File: src/rtl/masked_serial_split.sv
`default_nettype none
// ============================================================================
// Module   : masked_serial_split
// Brief    : Splits one masked multi-share word into NUM_PARTS masked parts
//            over a valid/ready stream, keeping each share on its own path.
// Revision : 1.0 - initial release
// ============================================================================
module masked_serial_split #(
  parameter int NUM_SHARES = 2,
  parameter int PART_WIDTH = 8,
  parameter int NUM_PARTS  = 4,
  parameter int MSB_FIRST  = 0,
  parameter int IDX_WIDTH  = (NUM_PARTS > 1) ? $clog2(NUM_PARTS) : 1
) (
  input  logic                                            in_clock,
  input  logic                                            in_reset,
  input  logic [NUM_SHARES-1:0][NUM_PARTS*PART_WIDTH-1:0] in_a,
  input  logic                                            in_a_valid,
  output logic                                            out_a_ready,
  output logic [NUM_SHARES-1:0][PART_WIDTH-1:0]           out_b,
  output logic                                            out_b_valid,
  input  logic                                            in_b_ready,
  output logic [IDX_WIDTH-1:0]                            out_b_index,
  output logic                                            out_b_last
);

  localparam int WORD_WIDTH = NUM_PARTS * PART_WIDTH;
  localparam logic [IDX_WIDTH-1:0] c_last_idx = IDX_WIDTH'(NUM_PARTS - 1);

  typedef enum logic [0:0] {
    ST_IDLE = 1'b0,
    ST_BUSY = 1'b1
  } state_t;

  state_t                                r_state;
  state_t                                w_state_nxt;
  logic [IDX_WIDTH-1:0]                  r_cnt;
  logic [IDX_WIDTH-1:0]                  w_cnt_nxt;
  logic [NUM_SHARES-1:0][WORD_WIDTH-1:0] r_sh;
  logic [NUM_SHARES-1:0][WORD_WIDTH-1:0] w_sh_nxt;
  logic [NUM_SHARES-1:0][WORD_WIDTH-1:0] w_sh_shift;
  logic                                  w_busy;
  logic                                  w_last;
  logic                                  w_accept;
  logic                                  w_emit;

  assign w_busy   = (r_state == ST_BUSY);
  assign w_last   = w_busy && (r_cnt == c_last_idx);
  assign w_emit   = w_busy && in_b_ready;
  assign w_accept = in_a_valid && out_a_ready;

  assign out_a_ready = !w_busy || (w_last && in_b_ready);
  assign out_b_valid = w_busy;
  assign out_b_last  = w_last;
  assign out_b_index = !w_busy ? '0 : ((MSB_FIRST != 0) ? (c_last_idx - r_cnt) : r_cnt);

  // Each share is shifted and tapped independently; no cross-share logic.
  genvar s;
  generate
    for (s = 0; s < NUM_SHARES; s++) begin : g_share
      if (NUM_PARTS == 1) begin : g_single
        assign w_sh_shift[s] = '0;
      end else if (MSB_FIRST != 0) begin : g_shift_msb
        assign w_sh_shift[s] = {r_sh[s][WORD_WIDTH-PART_WIDTH-1:0], {PART_WIDTH{1'b0}}};
      end else begin : g_shift_lsb
        assign w_sh_shift[s] = {{PART_WIDTH{1'b0}}, r_sh[s][WORD_WIDTH-1:PART_WIDTH]};
      end

      if (MSB_FIRST != 0) begin : g_tap_msb
        assign out_b[s] = r_sh[s][WORD_WIDTH-1 -: PART_WIDTH];
      end else begin : g_tap_lsb
        assign out_b[s] = r_sh[s][PART_WIDTH-1:0];
      end
    end
  endgenerate

  // Shifting on the last emit too clears the registers, so idle output is zero.
  always_comb begin
    w_state_nxt = r_state;
    w_cnt_nxt   = r_cnt;
    w_sh_nxt    = r_sh;
    if (w_accept) begin
      w_state_nxt = ST_BUSY;
      w_cnt_nxt   = '0;
      w_sh_nxt    = in_a;
    end else if (w_emit) begin
      w_sh_nxt = w_sh_shift;
      if (w_last) begin
        w_state_nxt = ST_IDLE;
        w_cnt_nxt   = '0;
      end else begin
        w_cnt_nxt = r_cnt + IDX_WIDTH'(1);
      end
    end
  end

  always_ff @(posedge in_clock) begin
    if (in_reset) begin
      r_state <= ST_IDLE;
      r_cnt   <= '0;
      r_sh    <= '0;
    end else begin
      r_state <= w_state_nxt;
      r_cnt   <= w_cnt_nxt;
      r_sh    <= w_sh_nxt;
    end
  end

endmodule
`default_nettype wire

File: config.mk
export PLATFORM = sky130hd
export DESIGN_NAME = masked_serial_split
export DESIGN_NICKNAME = d
export VERILOG_FILES = /design/src/rtl/masked_serial_split.sv
export SDC_FILE = /design/constraint.sdc
export NUM_CORES = 1
export LEC_CHECK = 0
export ABC_AREA = 1
export BUFFER_PORTS_ARGS = -buffer_cell sky130_fd_sc_hd__buf_4
export CAP_MARGIN = 20
export CORE_ASPECT_RATIO = 1.25
export CORE_MARGIN = 4
export CORE_UTILIZATION = 55
export DETAILED_ROUTE_END_ITERATION = 10
export PLACE_DENSITY_LB_ADDON = 0.1
export SLEW_MARGIN = 20
export SYNTH_ARGS = -nofsm -noshare
export SYNTH_HDL_FRONTEND = slang
export SYNTH_SLANG_ARGS = --single-unit
File: constraint.sdc
create_clock -name in_clock -period 3.04 [get_ports in_clock]
set_input_delay 0.456 -clock in_clock [delete_from_list [all_inputs] [get_ports in_clock]]
set_output_delay 0.456 -clock in_clock [all_outputs]
set_load 0.01 [all_outputs]
Yosys cells after proc, flatten, opt, wreduce, memory -nomap -nowiden --
Cells that the tools add are included.
Word-level totals: word-level logic and storage cells 23, output and inout port bits 21, flip-flop bits (word level) 67
Operators by class: equality and inequality tests 1, multiplexer cells 7, $add $sub $neg 1, reductions and logical operators 10
Operators by type and width (count):
- 64-bit two-way mux | 2
- 1-bit logical AND | 4
- 2-bit two-way mux | 2
- 2-bit nonzero test | 2
- 1-bit two-way mux | 3
- 2-bit by 1-bit adder with 2-bit output, second input constant | 1
- 2-bit equality test, second input constant | 1
- 2-bit AND reduction | 1
- 2-bit OR reduction | 1
- 1-bit zero test | 1
- 1-bit logical OR | 1

Depth between registers and ports, before layout --
Gate-level depths: netlist (run 1).
depth after elaboration 7, mapped depth 9

Least setup slack after synthesis (run 1) --
Ideal clock, no wire load.
path type register to output, start reg r_cnt[0], end out out_a_ready, data arrival time 0.927 ns, stages on the path, launching flop included 5, slack 1.657 ns, path buffers 1, cells stage by stage dfxtp_1 ha_1 nand2_2 nand2_4 buf_2
On the way: word-level cells in the longest chain between the ends 4
Ends and longest elaborated chain:
- start, declared | RTL line 37 | logic [IDX_WIDTH-1:0] r_cnt;
- start signal, assigned | RTL line 104 | r_cnt <= w_cnt_nxt;
- 2-bit equality test | RTL line 48 | assign w_last = w_busy && (r_cnt == c_last_idx);
- 1-bit logical AND | RTL line 48
- 1-bit logical AND | RTL line 52 | assign out_a_ready = !w_busy || (w_last && in_b_ready);
- 1-bit logical OR | RTL line 52
- end, declared | RTL line 19 | output logic out_a_ready,
No other way between the ends.

Worst setup path in the final report (run 1) --
Ends and elaborated chain as after synthesis.

==> results.cfg, run 1 <==
[outcome]
status = complete, no violations

[worst_hold_path]
hold_class = input port to register
holdPathEnd = r_sh[26]
hp-start = in_a[26]
hold-path-cell-count = 3

[power_and_ir_drop]
peakVddDrop_v = 0.000419
sequentialPowerShare_pct = 44.5
swShare_pct = 27.6
p_leak_nw = 1.91
p_clk_share_pct = 37.3
p_sw_w = 0.000616
power.density_nw_per_um2 = 533
power_frac_comb_pct = 18.2
p_int_w = 0.00161

[grt]
grt_overflow = 0
top_usage_layer = met2
grtUsageMet2_pct = 41.8
grt_pass1_vias = 3312
grt_pass1_wl_um = 14100
grt_max_degree = 97
grtUsageTotal_pct = 22.3
use_met1_pct = 24.8
met3_usage_pct = 3.80
antenna_found_initial = 0

[cts]
htree_levels = 3
cts_tree = yes
ctsLongestPathBuffers = 2
cts_root_buffer = clkbuf_8
clk_latency_ps = 340
post_cts_resized = 0
cts_buffers = 9
post_cts_buffers = 0
cts_hold_buffers = 0
path_clk_slew_ps = 80
cts.sinks = 67

[logic_synthesis]
netlist_top_cells_area = dfxtp_1 38%, nor2_1 10%, a21oi_1 9.4%, nand3_1 9.2%, nand2_1 7.2%
synth_seq_cells = 67
ys.flop_type = dfxtp_1
synth_area_sq_um = 3530
syn_avg_cell_area_sq_um = 6.61
synth_cell_types = 21
ys_async_sr_fraction_pct = 0
ys_warn_count = 0
seq_area_frac_synth_pct = 38.0
synth_top_cell_by_area = dfxtp_1
synth_most_common_cell = nor2_1
synthTopCellsByCount = 97 x nor2_1, 68 x nand2_1, 67 x dfxtp_1
syn-instance-count = 534
synth_fp_nets = 603
yosys.area.top_type_share_pct = 38.0
synth-edff-count = 0

[worst_setup_path]
slowest_stage = nand2_4
reg2reg_to = r_sh[44]
cp-end-kind = output port
cp_data_arrival_time_ps = 1840
path_cells = ha_1 > nand2_2 > nand2_4 > buf_4
start_kind = register
reg2reg_slack_ps = 920
max_stage_delay_ps = 520
reg2regPathDepth = 5
r2r-start = out_b_valid
worstPathMaxFanout = 70
required_ps = 2580
crit_type = register to output port

[sta]
finalSetupViolCount = 0
rsz0062_at_grt = no
slew_headroom_pct = 44.5
finalMaxSlewViolations = 0
finalSetupTns_ps = 0
finalHoldViolations = 0
post-route-period-util_pct = 75.4
fmax_mhz = 436
period_minus_slack_ps = 2290
fin_worst_skew_ps = 8.87
tightest_slew_ps = 833

[final_layout]
area_growth_syn_to_layout_pct = 18.3
finalNetCount = 647
diodes = 0
layout-drive-gt1-share_pct = 20.1
finalInstanceArea_sq_um = 4180

[routing]
drc_errors = 0
routed_wirelength_um = 8270
drt-initial-drc-count = 162
dr_total_vias = 3388
via_per_inst = 5.07
dr.pass1.iters = 4
wl_per_cell_um = 12.4
ant_nets = 0

[floorplan]
dieArea_sq_um = 7770
num_io_pins = 89
core-area_sq_um = 6210
die_w_um = 79.7
placementRows = 32
die_h_um = 97.6
initial_core_util_pct = 56.9

[placed_design]
port_buffers = 88
dp_hpwl_um = 5470
placed_area_sq_um = 3950
place_congestion = 0.835

[run]
cap_violations = 0
[power groups by stage]
stage	combinational (W)	clock, W	sequential (W)
3_5_place_dp	0.000408	0	0.00101
2_1_floorplan	0.000317	0	0.000996
6_report	0.000405	0.000831	0.000990
4_1_cts	0.000410	0.000839	0.000990
5_1_grt	0.000466	0.000877	0.000999
3_3_place_gp	0.000401	0	0.00101
[state kept, by name, indices dropped and copies added, names as in the netlist]
register     flops
r_sh            48
out_b           16
r_cnt            2
out_b_valid      1
[worst max-delay path by stage]
stage	start	to	slack, ps	depth (start not counted)
2_1_floorplan	r_cnt[0]	out_a_ready	1660	4
3_3_place_gp	in_a_valid	r_sh[54]	1010	6
3_5_place_dp	out_b_valid	out_b[4]	920	5
4_1_cts	r_cnt[0]	out_a_ready	750	4
5_1_grt	out_b_valid	r_sh[14]	640	5
6_report	r_cnt[0]	out_a_ready	750	4
[layout make-up]
class	instances	area, sq um
Sequential cell	67	1340
Clock buffer	10	138
Fill cell	613	2030
Tap cell	85	106
Timing Repair Buffer	92	691
Clock inverter	6	88.8
Inverter	54	203
Multi-Input combinational cell	354	1610
[metrics by stage]
step           total power, W  util (%)  hold slack, ps  worst slack [ps]  std cells
4_1_cts               0.00224      67.3             366               751        668
3_5_place_dp          0.00142      63.6             482               924        652
6_report              0.00223      67.3             370               748        668
2_1_floorplan         0.00131         -             461              1660        534
5_1_grt               0.00234      67.3             372               638        668
3_3_place_gp          0.00141      63.6             480              1010        652
[cell usage in the layout, fill, tap and decap left out]
master      netlist  final
ha_1              1      1
buf_4            22     92
inv_2             2      2
nand2_1          68     68
a21oi_4           1      1
nand2_2           2      2
clkinv_2          0      1
clkinvlp_4        0      2
or2_2             1      1
bufinv_16         0      2
a21oi_1          66     66
nand2_4           3      3
nand3_1          65     65
nor3_1            1      1
inv_1            52     52
a211oi_1          1      1
o21ai_0          45     45
clkinv_4          0      1
dfxtp_1          67     67
clkbuf_8          0     10
o21ai_1           3      3
nor2_1           97     97
[worst max-delay path: cells and delay by family, from the launching register on]
kind / cells / cell delay [ps]
flops: 1 / 390
buf+inv: 1 / 240
fa+ha+maj: 1 / 230
simple gates: 2 / 640
[cells by family (layout without fill, tap and decap cells)]
family / Yosys count / count (layout) / share of synthesized area [%]
AND/OR/NAND/NOR: 237 / 237 / 28.4
AO/OA/AOI/OAI: 116 / 116 / 16.8
buffers and inverters: 113 / 162 / 16.4
flip-flops: 67 / 67 / 38.0
adder cells (fa/ha/maj): 1 / 1 / 0.354
[routing by layer]
layer  up-vias  share of wire [%]
met5         -                  0
met3         6                4.3
met2        63                 53
met4         0               0.69
met1      1547                 42
li1       1772                  -
Note: power is estimated with default switching activity, not from simulation.
==> run 2, diff against run 1 <==
--- a/config.mk
+++ b/config.mk
@@ -10,7 +10,7 @@
 export CAP_MARGIN = 20
 export CORE_ASPECT_RATIO = 1.25
 export CORE_MARGIN = 4
-export CORE_UTILIZATION = 55
+export CORE_UTILIZATION = 48
 export DETAILED_ROUTE_END_ITERATION = 10
 export PLACE_DENSITY_LB_ADDON = 0.1
 export SLEW_MARGIN = 20
==> constraint.sdc (replaced) <==
create_clock -name in_clock -period 2.1 [get_ports in_clock]
set_input_delay 0.315 -clock in_clock [delete_from_list [all_inputs] [get_ports in_clock]]
set_output_delay 0.315 -clock in_clock [all_outputs]
set_load 0.01 [all_outputs]
==> run 2 against run 1 <==
Compared with the run above:
- via count rose by 1.3%
- setup slack worse by 550 ps
- total power is 35% higher
- utilization decreased by 7.8 points
- first-iteration DRC count shrank 27%
- worst hold slack lost 140 ps
- combinational power grew 53%
==> results.cfg, run 2 (synthesis results as in run 1) <==
[cts]
post_cts_buffers = 0
ctsLongestPathBuffers = 2
htree_levels = 3
cts.sinks = 67
cts_root_buffer = clkbuf_8
cts_tree = yes
post_cts_resized = 0
cts_buffers = 9
path_clk_slew_ps = 70
clk_latency_ps = 340
cts_hold_buffers = 0

[final_layout]
final_common_cell = buf_4
diodes = 0
regMostFlops = r_sh
final_cell_mix = 99 x buf_4, 97 x nor2_1, 68 x nand2_1
finalNetCount = 655
final_cells = 681
finalInstanceArea_sq_um = 4200
largest_register_ff_count = 48
area_growth_syn_to_layout_pct = 19.0
layout-drive-gt1-share_pct = 20.6

[floorplan]
num_io_pins = 89
dieArea_sq_um = 8800
core-area_sq_um = 7060
placementRows = 34
die_h_um = 104
die_w_um = 84.7
initial_core_util_pct = 50.0

[worst_hold_path]
hold-path-cell-count = 3
hold_class = input port to register
hp-start = in_a[25]
holdPathEnd = r_sh[25]

[routing]
dr.pass1.iters = 4
drc_errors = 0
ant_nets = 0
wl_per_cell_um = 12.7
routed_wirelength_um = 8660
drt-initial-drc-count = 119
via_per_inst = 5.04
dr_total_vias = 3431

[worst_setup_path]
max_stage_delay_ps = 380
reg2regPathDepth = 7
required_ps = 1780
start_kind = register
worstPathMaxFanout = 39
cp-end-kind = output port
cp_data_arrival_time_ps = 1590
crit_type = register to output port
reg2reg_slack_ps = 360
path_cells = ha_1 > nand2_2 > nand2_4 > buf_4
r2r-start = r_cnt[0]
reg2reg_to = r_sh[51]
slowest_stage = dfxtp_1

[grt]
antenna_found_initial = 0
grt_max_degree = 58
top_usage_layer = met2
use_met1_pct = 24.2
grtUsageMet2_pct = 34.9
met3_usage_pct = 5.07
grt_pass1_wl_um = 14900
grt_overflow = 0
grt_pass1_vias = 3291
grtUsageTotal_pct = 20.2

[placed_design]
placed_area_sq_um = 4030
place_congestion = 0.887
port_buffers = 88
place_inst = 665
dp_hpwl_um = 5940

[sta]
tightest_slew_ps = 460
fin_worst_skew_ps = 4.44
period_minus_slack_ps = 1900
finalSetupViolCount = 0
finalMaxSlewViolations = 0
fmax_mhz = 525
rsz0062_at_grt = no
hold_ws_ps = 227
slew_headroom_pct = 69.3
finalHoldViolations = 0
post-route-period-util_pct = 90.6
finalSetupTns_ps = 0

[power_and_ir_drop]
power_w = 0.00301
power.density_nw_per_um2 = 717
peakVddDrop_v = 0.000381
p_leak_nw = 1.94

[outcome]
status = complete, no violations

[run]
cap_violations = 0
[run 2: cell types whose count changed in the layout (fill, tap and decap cells not counted), sizes merged]
cell and delta:
clkinvlp -2, bufinv -2, clkbuf +4, buf +8
[run 2: area by class of cell]
type,count,area (sq um)
clock buffer,14,163
clock inverter,2,10.0
fill,727,2860
inverter,54,203
multi-input combinational,354,1610
sequential,67,1340
tap,90,113
timing repair buffer,100,763
[run 2: layer usage]
metal | part of all wire, % | up-vias
met1 | 42 | 1553
met5 | 0 | -
met2 | 51 | 72
met3 | 5.2 | 14
li1 | - | 1792
met4 | 2.0 | 0
[run 2: where the power goes]
part / internal, W / leakage, nW / switching [W]
Combinational: 0.000273 / 1.29 / 0.000345
Clock: 0.000491 / 0.0905 / 0.000474
Sequential: 0.00138 / 0.553 / 0.0000531
Total: 0.00214 / 1.94 / 0.000872
[run 2: critical path: cells and delay by family (launching register included)]
| family | cells | cell delay, ps |
|---|---|---|
| AND/OR/NAND/NOR | 2 | 440 |
| flip-flops | 1 | 380 |
| adder cells (fa/ha/maj) | 1 | 220 |
| buffers and inverters | 1 | 210 |
[run 2: metrics by stage]
step	utilization, %	setup slack (ps)
after global placement	57.1	421
after CTS	59.5	190
after detailed placement	57.1	374
after global routing	59.5	94.7
final	59.5	197
after floorplan	-	797
[run 2: worst max-delay path by stage]
stage / start / endpoint / slack (ps) / cells past startpoint
2_1_floorplan: r_cnt[0] / out_b[1] / 800 / 8
3_3_place_gp: in_a_valid / out_b[5] / 420 / 7
3_5_place_dp: r_cnt[0] / out_b[5] / 370 / 8
4_1_cts: r_cnt[0] / out_a_ready / 190 / 4
5_1_grt: r_cnt[0] / out_a_ready / 90 / 4
6_report: r_cnt[0] / out_a_ready / 200 / 4
==> run 3, diff against run 2 <==
--- a/config.mk
+++ b/config.mk
@@ -6,12 +6,11 @@
 export NUM_CORES = 1
 export LEC_CHECK = 0
 export ABC_AREA = 1
-export BUFFER_PORTS_ARGS = -buffer_cell sky130_fd_sc_hd__buf_4
-export CAP_MARGIN = 20
 export CORE_ASPECT_RATIO = 1.25
 export CORE_MARGIN = 4
-export CORE_UTILIZATION = 48
+export CORE_UTILIZATION = 57
 export DETAILED_ROUTE_END_ITERATION = 10
+export DONT_BUFFER_PORTS = 1
 export PLACE_DENSITY_LB_ADDON = 0.1
 export SLEW_MARGIN = 20
 export SYNTH_ARGS = -nofsm -noshare
==> run 3 against run 2 <==
Compared with the run above:
- design area is 16% lower
- maximum frequency is 14% higher
- critical path depth is 1 lower
- non-clock buffer count is 92 lower
==> results.cfg, run 3 (synthesis results as in run 1) <==
[outcome]
status = complete, no violations

[routing]
wl_per_cell_um = 13.7
dr.pass1.iters = 4
drt-initial-drc-count = 155
via_per_inst = 5.38
drc_errors = 0
routed_wirelength_um = 7930
dr_total_vias = 3125
ant_nets = 0

[floorplan]
placementRows = 31
initial_core_util_pct = 59.9
core-area_sq_um = 5900
dieArea_sq_um = 7520
num_io_pins = 89
die_h_um = 96.0
die_w_um = 78.4

[worst_setup_path]
cp-end-kind = output port
start_kind = register
worstPathMaxFanout = 33
required_ps = 1780
cp_data_arrival_time_ps = 1350
crit_type = register to output port

[sta]
finalSetupViolCount = 0
fin_worst_skew_ps = 6.43
tightest_slew_ps = 444
finalSetupTns_ps = 0
fmax_mhz = 600
post-route-period-util_pct = 79.4
rsz0062_at_grt = no
period_minus_slack_ps = 1670
finalMaxSlewViolations = 0
slew_headroom_pct = 70.3
finalHoldViolations = 0

[cts]
cts_tree = yes
post_cts_resized = 0
ctsLongestPathBuffers = 2
post_cts_buffers = 0
path_clk_slew_ps = 70
cts_buffers = 9
cts_hold_buffers = 0
cts.sinks = 67
clk_latency_ps = 340
cts_root_buffer = clkbuf_8
htree_levels = 3

[power_and_ir_drop]
power.density_nw_per_um2 = 824
peakVddDrop_v = 0.000485
p_leak_nw = 1.49

[grt]
antenna_found_initial = 0
grt_pass1_wl_um = 13100
grtUsageTotal_pct = 22.1
grt_pass1_vias = 2957
grt_overflow = 0
grt_max_degree = 99

[placed_design]
place_congestion = 0.755
port_buffers = 0
placed_area_sq_um = 3340
dp_hpwl_um = 5110

[final_layout]
finalNetCount = 563
final_cell_mix = 97 x nor2_1, 68 x nand2_1, 67 x dfxtp_1
final_common_cell = nor2_1
largest_register_ff_count = 48
finalInstanceArea_sq_um = 3530
area_growth_syn_to_layout_pct = -0.0356
regMostFlops = r_sh
diodes = 0
layout-drive-gt1-share_pct = 5.81
fillCellCount = 623
fin_util_pct = 59.8

[worst_hold_path]
hold_class = input port to register

[run]
cap_violations = 0
## run 3: cell count changes in the layout (fill, tap and decap cells not counted), sizes merged
cell and change:
buf -92, clkinv -1, bufinv +1
## run 3: report_power, final
part	internal, W	total (W)	leakage (nW)	switching, W
clock network	0.000582	0.00104	0.0947	0.000461
logic	0.000157	0.000419	0.847	0.000263
registers	0.00138	0.00145	0.553	0.0000696
## run 3: routing by layer
layer	wire length [um]	part of all wire, %	GRT usage, %	vias up
li1	-	-	-	1611
met1	3240	41	24.7	1430
met2	4080	51	39.8	71
met3	452	5.7	4.87	13
met4	161	2.0	10.6	0
met5	0	0	0	-
## run 3: per-stage QoR
stage / power (W) / setup WS [ps] / hold slack, ps / std cells
global placement: 0.00189 / 495 / 387 / 565
CTS: 0.00294 / 424 / 20.5 / 581
floorplan: 0.00190 / 797 / 458 / 534
detailed placement: 0.00190 / 465 / 389 / 565
finish: 0.00291 / 433 / 37.1 / 581
global route: 0.00306 / 282 / 28.0 / 581
## run 3: final timing paths
kind,slack [ps],cells after the start,startpoint,end
setup / recovery,430,3,r_cnt[0],out_a_ready
hold / removal,40,1,in_reset,r_sh[27]
hold reg to reg,480,2,r_sh[60],r_sh[60]
setup reg to reg,430,7,r_cnt[0],r_sh[42]
## run 3: worst max-delay path, stage by stage, from the launching register on
cell and delay (ps):
dfxtp_1 370, ha_1 220, nand2_2 110, nand2_4 320
## run 3: final cells by class
class                   count  area (sq um)  area share (%)
multi-input cells         354          1610            45.6
flip-flops and latches     67          1340            38.0
inverters                  54           203            5.74
clock buffers              14           153            4.33
well taps                  82           103            2.91
repair buffers              8          85.1            2.41
clock inverters             2          35.0           0.993
